$ cat src/rtl/div_pkg.sv
// Shared types and constants for the multi-cycle unsigned divider.
package div_pkg;

    localparam int unsigned DIV_WIDTH = 8;
    localparam logic [DIV_WIDTH-1:0] DIV_ZERO_QUOT = '1;

    typedef enum logic [1:0] {
        IDLE,
        CALC,
        FIN
    } div_state_t;

endpackage

$ cat src/rtl/div_step.sv
// One combinational iteration of the restoring division: shift, trial subtract, restore.
module div_step
    import div_pkg::*;
#(
    parameter int unsigned WIDTH = DIV_WIDTH
) (
    input  logic [WIDTH-1:0] rem,
    input  logic [WIDTH-1:0] quot,
    input  logic [WIDTH-1:0] divisor,
    output logic [WIDTH-1:0] rem_next_c,
    output logic [WIDTH-1:0] quot_next_c
);

    logic [WIDTH:0] rem_shift;
    logic [WIDTH:0] trial;
    logic           trial_neg;

    assign rem_shift = {rem, quot[WIDTH-1]};
    assign trial     = rem_shift - {1'b0, divisor};

    // rem < divisor holds between steps, so the top bit of the trial is its sign
    assign trial_neg = trial[WIDTH];

    assign rem_next_c  = trial_neg ? rem_shift[WIDTH-1:0] : trial[WIDTH-1:0];
    assign quot_next_c = {quot[WIDTH-2:0], ~trial_neg};

endmodule

$ cat src/rtl/div_unit.sv
// Multi-cycle unsigned restoring divider feeding the ALU div_out operand.
module div_unit
    import div_pkg::*;
#(
    parameter int unsigned WIDTH = DIV_WIDTH
) (
    input  logic             clk,
    input  logic             rst_n,
    input  logic             start,
    input  logic             flush,
    input  logic [WIDTH-1:0] dividend,
    input  logic [WIDTH-1:0] divisor,
    output logic             busy,
    output logic             done,
    output logic [WIDTH-1:0] div_out,
    output logic [WIDTH-1:0] div_rem,
    output logic             div_by_zero
);

    localparam int unsigned CNT_W = $clog2(WIDTH);

    div_state_t       state_q, state_d;
    logic [WIDTH-1:0] quot_q, quot_d;
    logic [WIDTH-1:0] rem_q, rem_d;
    logic [WIDTH-1:0] dsor_q, dsor_d;
    logic [CNT_W-1:0] cnt_q, cnt_d;
    logic [WIDTH-1:0] out_d, rem_out_d;
    logic             dbz_d, busy_d, done_d;
    logic [WIDTH-1:0] step_rem_c, step_quot_c;

    div_step #(.WIDTH(WIDTH)) u_step (
        .rem         (rem_q),
        .quot        (quot_q),
        .divisor     (dsor_q),
        .rem_next_c  (step_rem_c),
        .quot_next_c (step_quot_c)
    );

    // Next-state, datapath and output update logic
    always_comb begin
        state_d   = state_q;
        quot_d    = quot_q;
        rem_d     = rem_q;
        dsor_d    = dsor_q;
        cnt_d     = cnt_q;
        out_d     = div_out;
        rem_out_d = div_rem;
        dbz_d     = div_by_zero;

        unique case (state_q)
            CALC: begin
                if (flush) begin
                    state_d = IDLE;
                end else begin
                    quot_d = step_quot_c;
                    rem_d  = step_rem_c;
                    if (cnt_q == '0) begin
                        state_d   = FIN;
                        out_d     = step_quot_c;
                        rem_out_d = step_rem_c;
                        dbz_d     = 1'b0;
                    end else begin
                        cnt_d = cnt_q - CNT_W'(1);
                    end
                end
            end
            IDLE, FIN: begin
                state_d = IDLE;
                if (!flush && start) begin
                    if (divisor != '0) begin
                        state_d = CALC;
                        quot_d  = dividend;
                        rem_d   = '0;
                        dsor_d  = divisor;
                        cnt_d   = CNT_W'(WIDTH - 1);
                    end else begin
                        // Divide by zero resolves immediately with a fixed result
                        state_d   = FIN;
                        out_d     = WIDTH'(DIV_ZERO_QUOT);
                        rem_out_d = dividend;
                        dbz_d     = 1'b1;
                    end
                end
            end
            default: state_d = IDLE;
        endcase

        busy_d = (state_d == CALC);
        done_d = (state_d == FIN);
    end

    // State and output registers
    always_ff @(posedge clk or negedge rst_n) begin
        if (!rst_n) begin
            state_q     <= IDLE;
            quot_q      <= '0;
            rem_q       <= '0;
            dsor_q      <= '0;
            cnt_q       <= '0;
            busy        <= 1'b0;
            done        <= 1'b0;
            div_out     <= '0;
            div_rem     <= '0;
            div_by_zero <= 1'b0;
        end else begin
            state_q     <= state_d;
            quot_q      <= quot_d;
            rem_q       <= rem_d;
            dsor_q      <= dsor_d;
            cnt_q       <= cnt_d;
            busy        <= busy_d;
            done        <= done_d;
            div_out     <= out_d;
            div_rem     <= rem_out_d;
            div_by_zero <= dbz_d;
        end
    end

endmodule
$ cat config.mk
export PLATFORM = sky130hd
export DESIGN_NAME = div_unit
export DESIGN_NICKNAME = d
export VERILOG_FILES = /design/src/rtl/div_pkg.sv /design/src/rtl/div_step.sv /design/src/rtl/div_unit.sv
export SDC_FILE = /design/constraint.sdc
export NUM_CORES = 1
export LEC_CHECK = 0
export BUFFER_PORTS_ARGS = -buffer_cell sky130_fd_sc_hd__buf_4
export CORE_ASPECT_RATIO = 1.5
export CORE_UTILIZATION = 30
export CTS_CLUSTER_SIZE = 16
export DETAILED_ROUTE_END_ITERATION = 12
export REMOVE_ABC_BUFFERS = 1
export SYNTH_ARGS = -nofsm -noshare
export SYNTH_HDL_FRONTEND = slang
export SYNTH_SLANG_ARGS = --single-unit
$ cat constraint.sdc
create_clock -name clk -period 5.3 [get_ports clk]
set_clock_uncertainty 0.2 [all_clocks]
set_input_delay 1.06 -clock clk [delete_from_list [all_inputs] [get_ports clk]]
set_output_delay 1.06 -clock clk [all_outputs]
set_load 0.1 [all_outputs]
== Word-level counts from Yosys, hierarchy flattened ==
Index checks and enable logic that the tools add are counted.

* Register bits after elaboration: 48
* Bits of input ports: 20
* Output and inout bits: 19
* Word-level logic and storage cells: 68

* $add $sub $neg: 2
* Equal/unequal tests: 10
* Mux-type cells: 34
* Bitwise gates (word level): 1
* Reduce and logical (&&, ||, !) cells: 11

{| class="wikitable"
|+ Operators by type and width
! kind !! number
|-
| $mux 8 || 15
|-
| $pmux 8 s2 || 4
|-
| $mux 3 || 4
|-
| $ne 2x2->1 const B || 6
|-
| $reduce_and 5->1 || 2
|-
| $sub 9x8->9 || 1
|-
| $mux 2 || 4
|-
| $reduce_bool 8->1 || 1
|-
| $pmux 3 s2 || 1
|-
| $eq 2x1->1 const B || 2
|-
| $eq 2x2->1 const B || 2
|-
| $mux 1 || 4
|-
| $pmux 2 s2 || 1
|-
| $reduce_and 4->1 || 1
|-
| $logic_not 3->1 || 1
|-
| $reduce_and 3->1 || 1
|-
| $sub 3x1->3 const B || 1
|-
| $logic_not 2->1 || 1
|-
| $pmux 1 s2 || 1
|-
| $reduce_bool 2->1 || 1
|-
| $reduce_or 2->1 || 1
|-
| $logic_and 1x1->1 || 1
|-
| $logic_not 1->1 || 1
|-
| $not 1->1 || 1
|}

== Logic depth before layout (Yosys ltp) ==
* Word-level depth: 5
* Mapped depth: 11

== Cells and area by module ==
A second synthesis with hierarchy kept.

* Cells, all modules: 245
* Area total of the unflattened synthesis: 2640.0 um^2

{| class="wikitable"
|+ Modules (own cells, without submodules)
! module !! times used !! cells an instance !! area each (um^2) !! seq. area each (um^2)
|-
| div_unit || 1 || 180 || 2102.0 || 1201.2
|-
| div_step || 1 || 65 || 538.0 || 0.0
|}

== Worst setup path before layout ==
Ideal clock, no wire load.

* Path type: input to register
* Start: input divisor[5]
* End: register div_rem[0]
* Arrival: 2.396 ns
* Data required time: 5.019 ns
* Path slack: 2.623 ns
* Cell stages on the path: 8
* Path buffers: 2
* Cells stage by stage: nor4_1 > nand3_1 > and2_1 > clkbuf_1 > inv_1 > clkbuf_8 > nor2_1 > a31oi_4

* Longest elaborated chain between the ends: 3

{| class="wikitable"
|+ RTL lines
! what !! RTL line !! RTL
|-
| start: declaration || div_unit.sv:12 || <nowiki>input logic [WIDTH-1:0] divisor,</nowiki>
|-
| $reduce_bool 8->1 || div_unit.sv:70 || <nowiki>if (divisor != '0) begin</nowiki>
|-
| $ne 2x2->1 (no source line) || -- ||
|-
| $reduce_and 5->1 (no source line) || -- ||
|-
| end signal: assignment || div_unit.sv:114 || <nowiki>div_rem <= rem_out_d;</nowiki>
|-
| end: declaration || div_unit.sv:16 || <nowiki>output logic [WIDTH-1:0] div_rem,</nowiki>
|}

No other way between the ends.
A chain may end at the register's enable or synchronous reset.

== Worst setup path in the final report ==
* Start: input flush
* End: register div_rem[5]

* Longest elaborated chain between the ends: 4
* Elaborated cells on any way between the ends: 5
* Classes of those cells: eq/ne: 2; reduce/logical: 3

{| class="wikitable"
|+ RTL lines
! what !! RTL line !! RTL
|-
| start: declaration || div_unit.sv:10 || <nowiki>input logic flush,</nowiki>
|-
| $logic_not 1->1 || div_unit.sv:69 || <nowiki>if (!flush && start) begin</nowiki>
|-
| $logic_and 1x1->1 || div_unit.sv:69 ||
|-
| $ne 2x2->1 (no source line) || -- ||
|-
| $reduce_and 5->1 (no source line) (*) || -- ||
|}

Every way passes the cells marked *; elsewhere a longest branch is shown, timed or not.

==> impl_metrics.env <==
export IMPL_crit_chain="buf_4 > nor3b_1 > nand2_1 > and2_1 > inv_1 > and3_1 > a21oi_1 > nand3_1"
export IMPL_start_util_pct=30.8
export IMPL_switching_power_w=0.000809
export IMPL_h_tree_depth=2
export IMPL_netlist_top_cells_area="dfrtp_1 46%, nand2_1 6.5%, ha_1 4.8%"
export IMPL_whs_ns=0.269
export IMPL_antenna_found_initial=0
export IMPL_synth_top_family_by_area="compound AO/OA/AOI/OAI gates"
export IMPL_drive_gt1_share_pct=19.4
export IMPL_clkPwrFrac_pct=21.7
export IMPL_synth_seq_cells=48
export IMPL_grt_pass1_vias=1920
export IMPL_worst_r2r_setup_slack_ns=2.12
export IMPL_internal_power_w=0.00103
export IMPL_cp_arrival_ns=3.33
export IMPL_dp_slack_ns=1.64
export IMPL_antenna_left=0
export IMPL_critical_path_top_delay_family="simple AND/OR/NAND/NOR gates"
export IMPL_route_met3_wl_um=182
export IMPL_num_rows=41
export IMPL_worst_setup_path_type="in -> reg"
export IMPL_timing_final_hold_violations=0
export IMPL_cts_root_buf="clkbuf_16"
export IMPL_fp_dieW_um=77.9
export IMPL_synth_ff_type="dfrtp_1"
export IMPL_grtUsageTotal_pct=13.7
export IMPL_critical_path_n_buffers_inverters=2
export IMPL_p_leak_nw=1.49
export IMPL_power_density_nw_per_um2=587
export IMPL_finalCritPeriodShare_pct=62.4
export IMPL_place_gp_congestion=0.759
export IMPL_wl_met2_um=2760
export IMPL_holdBufCountCts=0
export IMPL_critPathCapture="div_rem[5]"
export IMPL_power_frac_comb_pct=49.2
export IMPL_r2r_start="state_q[0]"
export IMPL_dieArea_um2=9020
export IMPL_area_growth_pct=20.6
export IMPL_io_pins=39
export IMPL_cts_sinks=48
export IMPL_synth_cells=269
export IMPL_path_clk_slew_ns=0.06
export IMPL_worstReg2RegEnd="div_rem[5]"
export IMPL_required_ns=5.32
export IMPL_core_area_um2=8410
export IMPL_cts_tree="built"
export IMPL_rsz0062_at_grt="no"
export IMPL_drt_pass1_iterations=4
export IMPL_synth_top_area_cell="dfrtp_1"
export IMPL_grt_pass1_wl_um=9600
export IMPL_setup_ws_ns=1.99
export IMPL_wl_met1_um=2680
export IMPL_maxSlewHeadroom_pct=51.9
export IMPL_antennaDiodeCount=0
export IMPL_start_kind="input pin"
export IMPL_path_max_fanout=15
export IMPL_vias_per_cell=4.91
export IMPL_die_h_um=116
export IMPL_dp_hpwl_um=4330
export IMPL_postSynth_asyncResetShare_pct=100
export IMPL_routed_wl_um=5670
export IMPL_synth_common_cells="48 x dfrtp_1, 45 x nand2_1, 22 x o21ai_0"
export IMPL_final_nets=335
export IMPL_numCtsBuffers=5
export IMPL_fin_crit_ns=3.31
export IMPL_synthMuxAreaShare_pct=3.52
export IMPL_maxCapViolCount=0
export IMPL_cts_max_path_buffers=2
export IMPL_slowest_delay_ns=0.54
export IMPL_finalSetupViolCount=0
export IMPL_max_freq_mhz=302
export IMPL_route_top_layer_used="met4"
export IMPL_slew_viol_final=0
export IMPL_synth_compound_area_share_pct=19.9
export IMPL_io_buffer_count=38
export IMPL_seqPwrFrac_pct=29.1
export IMPL_hp_class="reg -> reg"
export IMPL_switching_share_pct=44.1
export IMPL_drc=0
export IMPL_clock_latency_ns=0.29
export IMPL_setup_worst_path_start="flush"
export IMPL_avgSynthCellArea_um2=9.63
export IMPL_grt_max_degree=49
export IMPL_synth_xor_area_share_pct=1.35
export IMPL_critical_path_cell_count=8
export IMPL_gr_total_overflow=0
export IMPL_worst_pin_slew_ns=0.717
export IMPL_reg2reg_depth=7
export IMPL_synth_top_area_share_pct=46.4
export IMPL_synth_area_um2=2590
export IMPL_yosysSeqAreaShare_pct=46.4
export IMPL_post_cts_setup_buffer_count=0
export IMPL_ctsResizeCount=0
export IMPL_yosysUniqueCellTypes=54
export IMPL_setup_tns_ns=0
export IMPL_wire_per_inst_um=13.8
export IMPL_yosys_area_share_simple_pct=17.8
export IMPL_synth_edf_count=0
export IMPL_synth_fa_ha_area_share_pct=5.60
export IMPL_yosysMostFrequentCell="dfrtp_1"
export IMPL_ir_drop_mv=0.345
export IMPL_ys_warn_count=0
export IMPL_vias=2018
export IMPL_status="completed"
export IMPL_drt_iter0_markers=148
export IMPL_slowest_stage="nor3b_1"
export IMPL_cp_end_kind="flip-flop"
[cells in the final DEF, fill, tap and decap left out, types with 3 or more instances in the layout]
| cell | instances |
|---|---|
| nor2_1 | 14 |
| a22o_1 | 7 |
| o21ai_0 | 22 |
| inv_1 | 17 |
| o22ai_1 | 3 |
| mux2i_1 | 5 |
| buf_4 | 39 |
| a21oi_1 | 15 |
| clkbuf_16 | 5 |
| a21o_1 | 3 |
| ha_1 | 10 |
| nand3_1 | 6 |
| nand2_1 | 45 |
| o21ai_1 | 3 |
| a21boi_0 | 6 |
| nand2b_1 | 3 |
| nor2b_1 | 4 |
| a211oi_1 | 3 |
| dfrtp_1 | 48 |
[power groups by stage]
stage	Sequential (W)	Clock, W	Combinational, W
floorplan	0.000819	0	0.000427
global placement	0.000540	0	0.000894
detailed placement	0.000540	0	0.000909
CTS	0.000535	0.000409	0.000909
global route	0.000549	0.000423	0.000983
finish	0.000534	0.000399	0.000903
[worst register-to-register path: cells and delay by family (launching register included)]
| family | cells | cell delay [ns] |
|---|---|---|
| AO/OA/AOI/OAI | 1 | 0.05 |
| buffers and inverters | 1 | 0.44 |
| flip-flops | 1 | 0.73 |
| AND/OR/NAND/NOR | 5 | 1.71 |
[cell families after synthesis]
kind of cell | Yosys count
AO/OA/AOI/OAI | 76
XOR/XNOR | 4
adder cells (fa/ha/maj) | 11
buffers and inverters | 28
flip-flops | 48
multiplexers | 8
AND/OR/NAND/NOR | 94
[metal layers]
layer / vias up / GRT usage, %
met5: - / 0
met4: 0 / 4.53
met3: 4 / 1.97
met2: 37 / 23.3
met1: 959 / 17.9
li1: 1018 / -
[worst min-delay path by stage]
stage	cells after the start	startpoint	end	slack, ns
after detailed placement	1	cnt_q[0]	cnt_q[0]	0.27
after global routing	2	quot_q[3]	quot_q[3]	0.30
after floorplan	1	cnt_q[0]	cnt_q[0]	0.24
final	1	cnt_q[0]	cnt_q[0]	0.27
after CTS	1	cnt_q[0]	cnt_q[0]	0.27
after global placement	1	cnt_q[0]	cnt_q[0]	0.26
[cell type report]
type / instances / area, um^2
Timing Repair Buffer: 39 / 293
Fill cell: 875 / 5290
Tap cell: 107 / 134
Clock inverter: 2 / 60.1
Clock buffer: 5 / 125
Sequential cell: 48 / 1200
Inverter: 17 / 63.8
Multi-Input combinational cell: 193 / 1250
[flip-flops by register name, summed over array words and instances (netlist names)]
name and flops:
rem_q 8, cnt_q 3, state_q 2, done 1
quot_q 8, busy 1, div_rem 8, div_out 8
div_by_zero 1, dsor_q 8
[per-stage QoR]
| stage | cell area [um^2] | utilization (%) | std cells | power (W) |
|---|---|---|---|---|
| after CTS | 3130 | 37.2 | 411 | 0.00185 |
| after detailed placement | 2940 | 34.9 | 404 | 0.00145 |
| final | 3130 | 37.2 | 411 | 0.00184 |
| after global placement | 2940 | 34.9 | 404 | 0.00143 |
| after floorplan | 2510 | - | 258 | 0.00125 |
| after global routing | 3130 | 37.2 | 411 | 0.00196 |
(Power assumes the default switching activity.)
